===== src/rtl/game_over_pkg.sv =====
// Shared types and constants for the game-over animation sequencer.
// Included by the phase timer and the sequencer top.
package game_over_pkg;

    typedef enum logic [2:0] {
        IDLE,
        HOLD,
        SPLIT,
        FALL,
        FADE,
        DONE
    } go_state_t;

    localparam logic [1:0] PHASE_HOLD  = 2'd0;
    localparam logic [1:0] PHASE_SPLIT = 2'd1;
    localparam logic [1:0] PHASE_FALL  = 2'd2;
    localparam logic [1:0] PHASE_FADE  = 2'd3;

    localparam int FONT_W  = 12;
    localparam int TIMER_W = 32;

endpackage


===== src/rtl/game_over_sequencer_phase_timer.sv =====
// Restartable cycle timer with a runtime terminal count.
// Counts 0..limit-1 while enabled and self-clears on the terminal cycle.
module phase_timer
    import game_over_pkg::*;
(
    input  logic               clk,
    input  logic               rst,
    input  logic               i_clear,
    input  logic               i_en,
    input  logic [TIMER_W-1:0] i_limit,
    output logic               o_done
);

    logic [TIMER_W-1:0] r_count;

    assign o_done = i_en && (r_count == i_limit - TIMER_W'(1));

    // Count while enabled; wrap to zero on the terminal cycle or on clear
    always_ff @(posedge clk) begin
        if (rst || i_clear) begin
            r_count <= '0;
        end else if (i_en) begin
            if (o_done) r_count <= '0;
            else        r_count <= r_count + TIMER_W'(1);
        end
    end

endmodule


===== src/rtl/game_over_sequencer.sv =====
// Game-over animation controller: hold, split, fall-apart, text fade-in.
// Drives heart sprite selects and a grey font colour ramp.
module game_over_sequencer
    import game_over_pkg::*;
#(
    parameter int unsigned HOLD_CYCLES  = 65_000_000,
    parameter int unsigned SPLIT_CYCLES = 130_000_000,
    parameter int unsigned FALL_CYCLES  = 65_000_000,
    parameter int unsigned FADE_FRAMES  = 64,
    parameter int unsigned FADE_MAX     = 15
) (
    input  logic              clk,
    input  logic              rst,
    input  logic              start_in,
    input  logic [10:0]       hcount_in,
    input  logic [9:0]        vcount_in,
    output logic              busy_out,
    output logic              finished_out,
    output logic [1:0]        phase_out,
    output logic              divided_out,
    output logic              fall_apart_valid_out,
    output logic [FONT_W-1:0] font_color_out
);

    localparam int FC_W = $clog2(FADE_FRAMES + 1);

    go_state_t          r_state;
    logic [FC_W-1:0]    r_frame_cnt;
    logic [3:0]         r_lvl;
    logic               r_finished;

    logic               w_frame_tick;
    logic               w_timed;
    logic               w_t_done;
    logic [TIMER_W-1:0] w_limit;
    logic               w_fc_last;
    logic [3:0]         w_lvl_inc;
    logic               w_lvl_last;

    assign w_frame_tick = (hcount_in == 11'd0) && (vcount_in == 10'd0);
    assign w_timed      = (r_state == HOLD) || (r_state == SPLIT) ||
                          (r_state == FALL);
    assign w_fc_last    = (TIMER_W'(r_frame_cnt) == FADE_FRAMES - 1);
    assign w_lvl_inc    = r_lvl + 4'd1;
    assign w_lvl_last   = (TIMER_W'(w_lvl_inc) == FADE_MAX);

    // Select the duration of the current timed phase
    always_comb begin
        w_limit = '0;
        case (r_state)
            HOLD:    w_limit = HOLD_CYCLES;
            SPLIT:   w_limit = SPLIT_CYCLES;
            FALL:    w_limit = FALL_CYCLES;
            default: w_limit = '0;
        endcase
    end

    phase_timer u_timer (
        .clk     (clk),
        .rst     (rst),
        .i_clear (~w_timed),
        .i_en    (w_timed),
        .i_limit (w_limit),
        .o_done  (w_t_done)
    );

    // Phase sequencing, frame counting and fade level ramp
    always_ff @(posedge clk) begin
        if (rst) begin
            r_state     <= IDLE;
            r_frame_cnt <= '0;
            r_lvl       <= 4'd0;
            r_finished  <= 1'b0;
        end else begin
            r_finished <= 1'b0;
            case (r_state)
                IDLE: begin
                    if (start_in) r_state <= HOLD;
                end
                HOLD: begin
                    if (w_t_done) r_state <= SPLIT;
                end
                SPLIT: begin
                    if (w_t_done) r_state <= FALL;
                end
                FALL: begin
                    if (w_t_done) begin
                        r_state     <= FADE;
                        r_frame_cnt <= '0;
                    end
                end
                FADE: begin
                    if (w_frame_tick) begin
                        if (w_fc_last) begin
                            r_frame_cnt <= '0;
                            r_lvl       <= w_lvl_inc;
                            if (w_lvl_last) begin
                                r_state    <= DONE;
                                r_finished <= 1'b1;
                            end
                        end else begin
                            r_frame_cnt <= r_frame_cnt + FC_W'(1);
                        end
                    end
                end
                DONE: begin
                    if (start_in) begin
                        r_state     <= HOLD;
                        r_lvl       <= 4'd0;
                        r_frame_cnt <= '0;
                    end
                end
                default: r_state <= IDLE;
            endcase
        end
    end

    // Moore decode of the phase index for the pixel mux
    always_comb begin
        phase_out = PHASE_HOLD;
        case (r_state)
            SPLIT:   phase_out = PHASE_SPLIT;
            FALL:    phase_out = PHASE_FALL;
            FADE:    phase_out = PHASE_FADE;
            DONE:    phase_out = PHASE_FADE;
            default: phase_out = PHASE_HOLD;
        endcase
    end

    assign busy_out             = w_timed || (r_state == FADE);
    assign divided_out          = (r_state == SPLIT) || (r_state == FALL) ||
                                  (r_state == FADE)  || (r_state == DONE);
    assign fall_apart_valid_out = (r_state == FALL) || (r_state == FADE) ||
                                  (r_state == DONE);
    assign finished_out         = r_finished;
    assign font_color_out       = {r_lvl, r_lvl, r_lvl};

endmodule


===== config.mk =====
export PLATFORM = sky130hd
export DESIGN_NAME = game_over_sequencer
export DESIGN_NICKNAME = d
export VERILOG_FILES = /design/src/rtl/game_over_pkg.sv /design/src/rtl/game_over_sequencer_phase_timer.sv /design/src/rtl/game_over_sequencer.sv
export SDC_FILE = /design/constraint.sdc
export NUM_CORES = 1
export LEC_CHECK = 0
export BUFFER_PORTS_ARGS = -buffer_cell sky130_fd_sc_hd__buf_2
export CORE_AREA = 2 2 81 83
export DETAILED_ROUTE_END_ITERATION = 7
export DIE_AREA = 0 0 83 85
export RECOVER_POWER = 25
export SYNTH_ARGS = -nofsm -noshare
export SYNTH_HDL_FRONTEND = slang
export SYNTH_SLANG_ARGS = --single-unit

===== constraint.sdc =====
create_clock -name clk -period 3.37 [get_ports clk]
set_input_delay 0.5055 -clock clk [delete_from_list [all_inputs] [get_ports clk]]
set_output_delay 0.5055 -clock clk [all_outputs]
set_load 0.02 [all_outputs]

==> results.cfg, run 1 <==
[floorplanning]
num_rows = 29
die_area_mm2 = 0.00706
core_mm2 = 0.00620
die_h_um = 85
die_w_um = 83
pin_count = 42
start_util_pct = 43.4

[clock_network]
cts_hold_buf = 0
cts-root-buf = clkbuf_8
clk_pin_slew_worst_paths_ns = 0.09
clk_path_buf_depth = 2
cts_resized = 0
clkLatencyLatePin_ns = 0.30
cts.htree.levels = 2
clock-sinks = 47
cts_setup_buffers = 0
numCtsBuffers = 5
cts_tree = yes

[synthesis]
synth_cells = 332
synth-seq-area-share_pct = 34.9
yosysWarnings = 0
yosys-top-cells-area = dfxtp_1 35%, xor2_1 9.4%, nor2_1 7.0%, ha_1 4.2%, nand2_1 3.9%
synth_async_sr_flop_share_pct = 0
synth_top_area_share_pct = 34.9
syn-cell-area_mm2 = 0.00269
synth.distinct_cells = 50
synth-edff-count = 0
ys_seq_elements = 47
synth_ff_type = dfxtp_1
synth.avg_cell_area_um2 = 8.11
yosys.area.top_type = dfxtp_1
synth_nets = 365

[routing]
drt_iter0_drc = 57
drt-total-wl_mm = 5.88
num_vias = 2372
drc_errors = 0
routedWlPerCell_um = 13.2
antenna_left = 0
vias_per_cell = 5.33
first_pass_iters = 4

[setup_path]
slowest_delay_ns = 0.40
r2r_slack_ns = 0.47
end_kind = flop
arrival_ns = 3.11
startpoint_type = flop
crit_fanout = 11
reg2reg_from = r_state[1]$_SDFFE_PP0P_
reg2reg_depth = 11
worstPathCellList = buf_4, inv_1, nor3_1, inv_1, ha_1, nor3_1, o21ai_0, a2111oi_4, a21oi_2, or2_4, o41ai_2
crit_path_top_delay_cell = a2111oi_4
criticalPathCategory = reg2reg
regToRegEndpoint = r_frame_cnt[3]$_SDFFE_PP0P_
required_ns = 3.58

[outcome]
status = complete, no violations

[place]
gp_congestion = 0.801
port_buffers = 41
dpl.hpwl_mm = 4.25

[timing]
slew_headroom_pct = 59.9
whs_ns = 0.457
setup_tns_ns = 0
setup_viol = 0
max_freq_mhz = 345
worst_pin_slew_ns = 0.599
final-max-slew-violation-count = 0
timing.final.crit_period_ns = 2.90
rsz0062_at_grt = false
skew_ns = 0.00731
hold_viol = 0
period_share_pct = 86.0

[hold_path]
worstHoldStart = u_timer.r_count[0]$_SDFFE_PP0P_
hold_end = u_timer.r_count[0]$_SDFFE_PP0P_
hold_depth = 1
holdCritPathClass = reg2reg

[pwr]
power_switching_share_pct = 28.0
ir_worst_vdd_uv = 270
p_sw_w = 0.000331
power_frac_seq_pct = 49.0
leakage_nw = 1.09
p_int_w = 0.000849
power_density_mw_per_mm2 = 391
clock_power_share_pct = 36.5
combinationalPowerShare_pct = 14.6

[cells_and_area]
area_growth_pct = 12.1
multi_input_area_mm2 = 0.00161
regArea_um2 = 941
drive_above_1_share_pct = 12.2
diodes = 0
fill_cells = 651
nNetsFinal = 400

[global_route]
grt_pass1_wl_mm = 10.1
grt_overflow = 0
grt_pass1_vias = 2221
met2_usage_pct = 29.8
grt_antenna_before_repair = 0
grtUsageTotal_pct = 17.1
grt-busiest-layer = met2
grt_use_met1_pct = 21.3
use_met3_pct = 3.60
grt_max_degree = 32

[run]
cap_violations = 0
-- sequential cells by signal, indices dropped and copies added (netlist names) --
signal	flops
finished_out	1
r_frame_cnt	7
r_lvl	4
r_state	3
u_timer.r_count	32
-- area by class of cell --
type / count / share of cell area [%]
clock inverter: 3 / 1.53
sequential: 47 / 31.2
tap: 77 / 3.19
timing repair buffer: 45 / 7.09
inverter: 11 / 1.37
clock buffer: 5 / 2.28
multi-input combinational: 257 / 53.4
-- critical path: cells and delay by family, from the launching register on --
family,cells,cell delay [ns]
adders and majority gates,1,0.27
DFF,1,0.32
buffers and inverters,3,0.34
AOI/OAI and AO/OA,4,1.08
and+or+nand+nor,3,0.79
-- placed cells by master (no fill, tap or decap), drive strengths merged, types with 3 or more instances in the layout --
cell / n
xor2: 29
dfxtp: 47
o21a: 4
ha: 9
nor2: 50
o21ai: 7
inv: 12
a21oi: 10
xnor2: 5
nor3: 14
o31ai: 3
nand2: 28
nor4: 12
and4: 5
nand3: 21
nor2b: 8
buf: 30
and3: 6
clkbuf: 20
nand4: 13
-- power groups by stage --
stage,Clock (W),Combinational [W],Sequential (W)
2_1_floorplan,0,0.000134,0.000578
3_3_place_gp,0,0.000173,0.000590
3_5_place_dp,0,0.000174,0.000591
4_1_cts,0.000445,0.000176,0.000578
5_1_grt,0.000465,0.000196,0.000580
6_report,0.000430,0.000172,0.000578
-- metrics by stage --
stage                     cells  util (%)  power, W  instance area [µm²]  setup WS [ns]
after floorplan             332         -  0.000712                 2690          0.724
after CTS                   445      49.0   0.00120                 3040          0.478
after detailed placement    437      47.1  0.000764                 2930          0.499
after global placement      437      47.1  0.000763                 2930          0.619
after global routing        445      48.7   0.00124                 3020          0.139
final                       445      48.7   0.00118                 3020          0.472
-- cells by family (layout without fill, tap and decap cells) --
group,Yosys count,after routing,synth area share (%)
buffers and inverters,28,64,5.20
AOI/OAI and AO/OA,43,43,12.2
adders and majority gates,9,9,4.18
muxes,3,3,1.16
and+or+nand+nor,168,168,31.3
DFF,47,47,34.9
xor gates and xnor gates,34,34,11.1
-- worst max-delay path by stage --
stage | cells past startpoint | to | slack, ns | start
detailed placement | 11 | r_frame_cnt[3]$_SDFFE_PP0P_ | 0.50 | r_state[1]$_SDFFE_PP0P_
CTS | 11 | r_frame_cnt[3]$_SDFFE_PP0P_ | 0.48 | r_state[1]$_SDFFE_PP0P_
global route | 11 | r_frame_cnt[3]$_SDFFE_PP0P_ | 0.14 | r_state[1]$_SDFFE_PP0P_
global placement | 11 | r_frame_cnt[3]$_SDFFE_PP0P_ | 0.62 | r_state[1]$_SDFFE_PP0P_
finish | 11 | r_frame_cnt[3]$_SDFFE_PP0P_ | 0.47 | r_state[1]$_SDFFE_PP0P_
floorplan | 11 | r_frame_cnt[3]$_SDFFE_PP0P_ | 0.72 | r_state[1]$_SDFFE_PP0P_
-- cell usage after synthesis (all sizes together), types with 2 or more instances --
| master | count |
|---|---|
| and2 | 2 |
| nor2 | 50 |
| a32oi | 2 |
| a2111oi | 2 |
| o311ai | 2 |
| and4 | 5 |
| clkbuf | 5 |
| o41ai | 2 |
| buf | 12 |
| nor4 | 12 |
| dfxtp | 47 |
| xor2 | 29 |
| a21oi | 10 |
| o211ai | 2 |
| and4b | 2 |
| nor2b | 8 |
| nand3 | 21 |
| or2 | 2 |
| ha | 9 |
| nand4 | 13 |
| o31ai | 3 |
| inv | 11 |
| o21a | 4 |
| nor3 | 14 |
| xnor2 | 5 |
| and3 | 6 |
| nand2 | 28 |
| o21ai | 7 |
| mux2i | 2 |
-- layer usage --
metal	vias to the layer above	wire (µm)
met2	44	2660
met1	1073	2920
li1	1250	-
met5	-	0
met3	5	230
met4	0	68
Note: power is estimated with default switching activity, not from simulation.
==> run 2, diff against run 1 <==
Settings changed: CORE_AREA 2 2 81 83 to 2 2 72 74, DIE_AREA 0 0 83 85 to 0 0 74 76, PLACE_DENSITY set to 0.79, RECOVER_POWER 25 to not set.
==> results.cfg, run 2 (synthesis results as in run 1) <==
[setup_path]
reg2reg_depth = 10
crit_fanout = 11
required_ns = 3.59
startpoint_type = flop
arrival_ns = 3.20
end_kind = flop
criticalPathCategory = reg2reg

[timing]
period_share_pct = 88.4
final-max-slew-violation-count = 0
worst_pin_slew_ns = 0.583
timing.final.crit_period_ns = 2.98
hold_viol = 0
setup_viol = 0
setup_tns_ns = 0
rsz0062_at_grt = false
skew_ns = 0.00857
slew_headroom_pct = 61.0
max_freq_mhz = 336

[cells_and_area]
drive_above_1_share_pct = 15.8
multi_input_area_mm2 = 0.00161
finalInstanceArea_mm2 = 0.00301
nNetsFinal = 399
top_register = u_timer.r_count
fill_cells = 439
layout.cells.non_filler = 437
layout_common_cells = 50 x nor2_1, 47 x dfxtp_1, 41 x buf_2, 29 x xor2_1, 28 x nand2_1
largest_register_ffs = 32
layout_commonest_cell = nor2_1
regArea_um2 = 941
diodes = 0
top_regs = u_timer.r_count: 32 flops, r_frame_cnt: 7 flops, r_lvl: 4 flops
area_growth_pct = 11.8

[global_route]
grt_pass1_wl_mm = 9.21
grt_max_degree = 32
grt_pass1_vias = 2189
grt_antenna_before_repair = 0
grt_overflow = 0
grtUsageTotal_pct = 20.2

[clock_network]
clk_path_buf_depth = 2
cts.htree.levels = 2
cts_hold_buf = 0
cts-root-buf = clkbuf_8
clock-sinks = 47
clkLatencyLatePin_ns = 0.30
cts_setup_buffers = 0
cts_resized = 0
clk_pin_slew_worst_paths_ns = 0.09
cts_tree = yes
numCtsBuffers = 5

[routing]
first_pass_iters = 4
num_vias = 2433
drt_iter0_drc = 143
drc_errors = 0
antenna_left = 0
vias_per_cell = 5.57
drt-total-wl_mm = 5.64
routedWlPerCell_um = 12.9

[place]
dpl.cell_count = 429
dpl.hpwl_mm = 4.12
gp_congestion = 0.880
port_buffers = 41
place_area_mm2 = 0.00291

[floorplanning]
num_rows = 26
start_util_pct = 54.8
die_w_um = 74
die_area_mm2 = 0.00562
pin_count = 42
die_h_um = 76
core_mm2 = 0.00491

[pwr]
p_total_w = 0.00113
ir_worst_vdd_uv = 325
power_density_mw_per_mm2 = 374
leakage_nw = 1.15

[hold_path]
hold_depth = 1
holdCritPathClass = reg2reg

[run]
cap_violations = 0

[outcome]
status = complete, no violations
==> run 2: cell types whose count changed in the layout (fill, tap and decap cells not counted) <==
cell / before / now
buf_2: 27 / 41
clkbuf_1: 15 / 1
clkbuf_8: 5 / 7
bufinv_16: 1 / 0
clkinvlp_4: 1 / 0
inv_6: 1 / 0
==> run 2: final cells by class <==
cell class | count | area share [%]
sequential | 47 | 31.3
timing repair buffer | 44 | 7.57
multi-input combinational | 257 | 53.6
tap | 70 | 2.91
clock buffer | 8 | 3.33
inverter | 11 | 1.37
==> run 2: per-layer routing <==
| layer | track usage [%] | vias up | part of all wire [%] |
|---|---|---|---|
| met5 | 0 | - | 0 |
| met4 | 6.55 | 0 | 1.6 |
| met3 | 4.23 | 8 | 5.4 |
| met1 | 24.3 | 1102 | 47 |
| met2 | 34.9 | 79 | 46 |
| li1 | - | 1244 | - |
==> run 2: worst paths after layout <==
kind                                   start                              end  slack, ns
max                  r_state[1]$_SDFFE_PP0P_      r_frame_cnt[3]$_SDFFE_PP0P_       0.39
min          u_timer.r_count[0]$_SDFFE_PP0P_  u_timer.r_count[0]$_SDFFE_PP0P_       0.46
max reg2reg          r_state[1]$_SDFFE_PP0P_      r_frame_cnt[3]$_SDFFE_PP0P_       0.39
min reg2reg  u_timer.r_count[0]$_SDFFE_PP0P_  u_timer.r_count[0]$_SDFFE_PP0P_       0.46
==> run 2: worst max-delay path, cell delays in order, from the launching register on <==
cell	delay, ns
dfxtp_1	0.53
inv_1	0.10
nor3_1	0.30
inv_1	0.11
ha_1	0.27
nor3_1	0.20
o21ai_0	0.22
a2111oi_4	0.41
a21oi_2	0.16
or2_4	0.30
o41ai_2	0.29
==> run 2: power breakdown <==
part / internal, W / switching [W] / total [W]
combinational: 0.0000641 / 0.000108 / 0.000173
sequential: 0.000562 / 0.0000150 / 0.000577
clock: 0.000188 / 0.000189 / 0.000377
==> run 2: through the flow <==
step / hold WS [ns] / util (%) / setup slack (ns)
3_5_place_dp: 0.442 / 59.2 / 0.428
3_3_place_gp: 0.430 / 59.2 / 0.550
6_report: 0.460 / 61.3 / 0.391
4_1_cts: 0.459 / 61.3 / 0.380
5_1_grt: 0.473 / 61.3 / 0.0412
2_1_floorplan: 0.418 / - / 0.724
==> run 3, diff against run 2 <==
Settings changed: ABC_AREA set to 1, CORE_AREA 2 2 72 74 to 2 2 80 82, DIE_AREA 0 0 74 76 to 0 0 82 84, PLACE_DENSITY 0.79 to 0.78.
==> results.cfg, run 3 <==
[outcome]
status = complete, no violations

[synthesis]
synth-edff-count = 0
synth_compound_area_share_pct = 5.97
synth_xor_area_share_pct = 5.13
synth_ff_type = dfxtp_1
synth_cells = 572
synth.distinct_cells = 33
synth_top_area_share_pct = 27.6
yosysWarnings = 0
synthTopCellsByCount = 150 x nand2_1, 114 x nor2_1, 71 x inv_1, 49 x nand3_1, 47 x dfxtp_1
synth_simple_gate_area_share_pct = 46.1
synth_async_sr_flop_share_pct = 0
synth.avg_cell_area_um2 = 5.97
synth_nets = 605
synth-seq-area-share_pct = 27.6
synthMuxAreaShare_pct = 0
yosys.area.top_type = dfxtp_1
ys_seq_elements = 47
syn-cell-area_mm2 = 0.00341
synthAdderAreaFrac_pct = 3.30
yosysMostFrequentCell = nand2_1
yosys-top-cells-area = dfxtp_1 28%, nand2_1 16%, nor2_1 13%, inv_1 7.8%, nand3_1 7.2%
synth_top_family_by_area = simple AND/OR/NAND/NOR gates

[routing]
num_vias = 3508
vias_per_cell = 5.19
antenna_left = 0
routedWlPerCell_um = 12.3
drt_iter0_drc = 219
drc_errors = 0
drt-total-wl_mm = 8.29
first_pass_iters = 5

[timing]
final-max-slew-violation-count = 0
timing.final.crit_period_ns = 2.96
worst_pin_slew_ns = 0.524
setup_tns_ns = 0
hold_viol = 0
finalWorstSetupSlack_ns = 0.411
period_share_pct = 87.8
rsz0062_at_grt = false
slew_headroom_pct = 65.0
max_freq_mhz = 338
setup_viol = 0
skew_ns = 0.0131

[clock_network]
clkLatencyLatePin_ns = 0.31
cts_hold_buf = 0
clock-sinks = 47
clk_pin_slew_worst_paths_ns = 0.10
cts.htree.levels = 2
cts_tree = yes
clk_path_buf_depth = 2
cts_resized = 0
cts_setup_buffers = 0
cts-root-buf = clkbuf_8
numCtsBuffers = 5

[floorplanning]
pin_count = 42
num_rows = 29
die_h_um = 84
start_util_pct = 56.0
die_w_um = 82
die_area_mm2 = 0.00689
core_mm2 = 0.00610

[pwr]
power_density_mw_per_mm2 = 601
p_sw_w = 0.00105
ir_worst_vdd_uv = 578
p_int_w = 0.00118
power_switching_share_pct = 47.0
power_frac_seq_pct = 30.5
clock_power_share_pct = 19.6
leakage_nw = 1.60
combinationalPowerShare_pct = 50.0

[setup_path]
end_kind = flop
slowest_delay_ns = 0.49
crit_buf_inv = 5
r2r_slack_ns = 0.41
reg2reg_from = r_state[1]$_SDFFE_PP0P_
arrival_ns = 3.19
crit_top_cell = inv_1
reg2reg_depth = 14
required_ns = 3.60
startpoint_type = flop
crit_fanout = 14
criticalPathCategory = reg2reg
regToRegEndpoint = u_timer.r_count[16]$_SDFFE_PP0P_
crit_family = simple AND/OR/NAND/NOR gates
worstPathCellList = inv_1, nor3_2, inv_1, ha_1, inv_1, nand3_1, nor2_1, inv_1, nand2_1, nor2_1, nand2_1, nand2_1, buf_4, nor3b_1
crit_path_top_delay_cell = dfxtp_1

[global_route]
grt_pass1_wl_mm = 14.1
grt_pass1_vias = 3109
grt_antenna_before_repair = 0
grtUsageTotal_pct = 25.5
grt_max_degree = 17
grt_overflow = 0

[place]
gp_congestion = 0.924
dpl.hpwl_mm = 6.47
port_buffers = 41
dpl.cell_count = 668
post-place-ws_ns = 0.358

[cells_and_area]
layout.cells.non_filler = 676
top_register = u_timer.r_count
layout_commonest_cell = nand2_1
largest_register_ffs = 32
drive_above_1_share_pct = 11.4
top_regs = u_timer.r_count: 32 flops, r_frame_cnt: 7 flops, r_lvl: 4 flops
nNetsFinal = 631
diodes = 0
area_growth_pct = 8.68
layout_common_cells = 150 x nand2_1, 114 x nor2_1, 71 x inv_1, 49 x nand3_1, 47 x dfxtp_1

[hold_path]
worstHoldStart = u_timer.r_count[0]$_SDFFE_PP0P_
hold_depth = 1
hold_end = u_timer.r_count[0]$_SDFFE_PP0P_
holdCritPathClass = reg2reg

[run]
cap_violations = 0
==> run 3: logic make-up after synthesis <==
group | count (synthesis)
xor gates and xnor gates | 20
DFF | 47
adders and majority gates | 9
buffers and inverters | 96
and+or+nand+nor | 362
AOI/OAI and AO/OA | 38
==> run 3: cell type report <==
| cell class | count | area [µm²] |
|---|---|---|
| clock buffer | 5 | 68.8 |
| clock inverter | 3 | 46.3 |
| fill | 593 | 2380 |
| inverter | 73 | 274 |
| multi-input combinational | 429 | 2070 |
| sequential | 47 | 941 |
| tap | 77 | 96.3 |
| timing repair buffer | 42 | 213 |
==> run 3: worst max path at each step <==
stage                     slack, ns               startpoint                                to  cells past startpoint
after detailed placement       0.36  r_state[1]$_SDFFE_PP0P_  u_timer.r_count[16]$_SDFFE_PP0P_                     14
after global placement         0.60  r_state[1]$_SDFFE_PP0P_  u_timer.r_count[16]$_SDFFE_PP0P_                     14
after CTS                      0.31  r_state[1]$_SDFFE_PP0P_  u_timer.r_count[16]$_SDFFE_PP0P_                     14
after floorplan                1.14  r_state[1]$_SDFFE_PP0P_       r_frame_cnt[6]$_SDFFE_PP0P_                     17
after global routing           0.11  r_state[1]$_SDFFE_PP0P_  u_timer.r_count[16]$_SDFFE_PP0P_                     14
final                          0.41  r_state[1]$_SDFFE_PP0P_  u_timer.r_count[16]$_SDFFE_PP0P_                     14
==> run 3: layer usage <==
layer / GRT usage (%) / wire [µm] / vias to the layer above
li1: - / - / 1840
met1: 34.5 / 3710 / 1528
met2: 41.7 / 3890 / 128
met3: 3.57 / 513 / 12
met4: 6.97 / 170 / 0
met5: 0 / 0 / -
==> run 3: stage by stage <==
| stage | cell area, µm² | util, % | total power, W | hold WS [ns] |
|---|---|---|---|---|
| floorplan | 3410 | - | 0.00154 | 0.430 |
| global placement | 3590 | 58.9 | 0.00177 | 0.442 |
| detailed placement | 3590 | 58.9 | 0.00179 | 0.457 |
| CTS | 3710 | 60.8 | 0.00223 | 0.481 |
| global route | 3710 | 60.9 | 0.00242 | 0.508 |
| finish | 3710 | 60.9 | 0.00223 | 0.479 |
==> run 3: power groups by stage <==
stage / Combinational [W] / Clock [W] / Sequential [W]
after floorplan: 0.000890 / 0 / 0.000652
after global placement: 0.00108 / 0 / 0.000686
after detailed placement: 0.00110 / 0 / 0.000690
after CTS: 0.00111 / 0.000447 / 0.000678
after global routing: 0.00126 / 0.000468 / 0.000690
final: 0.00111 / 0.000436 / 0.000680
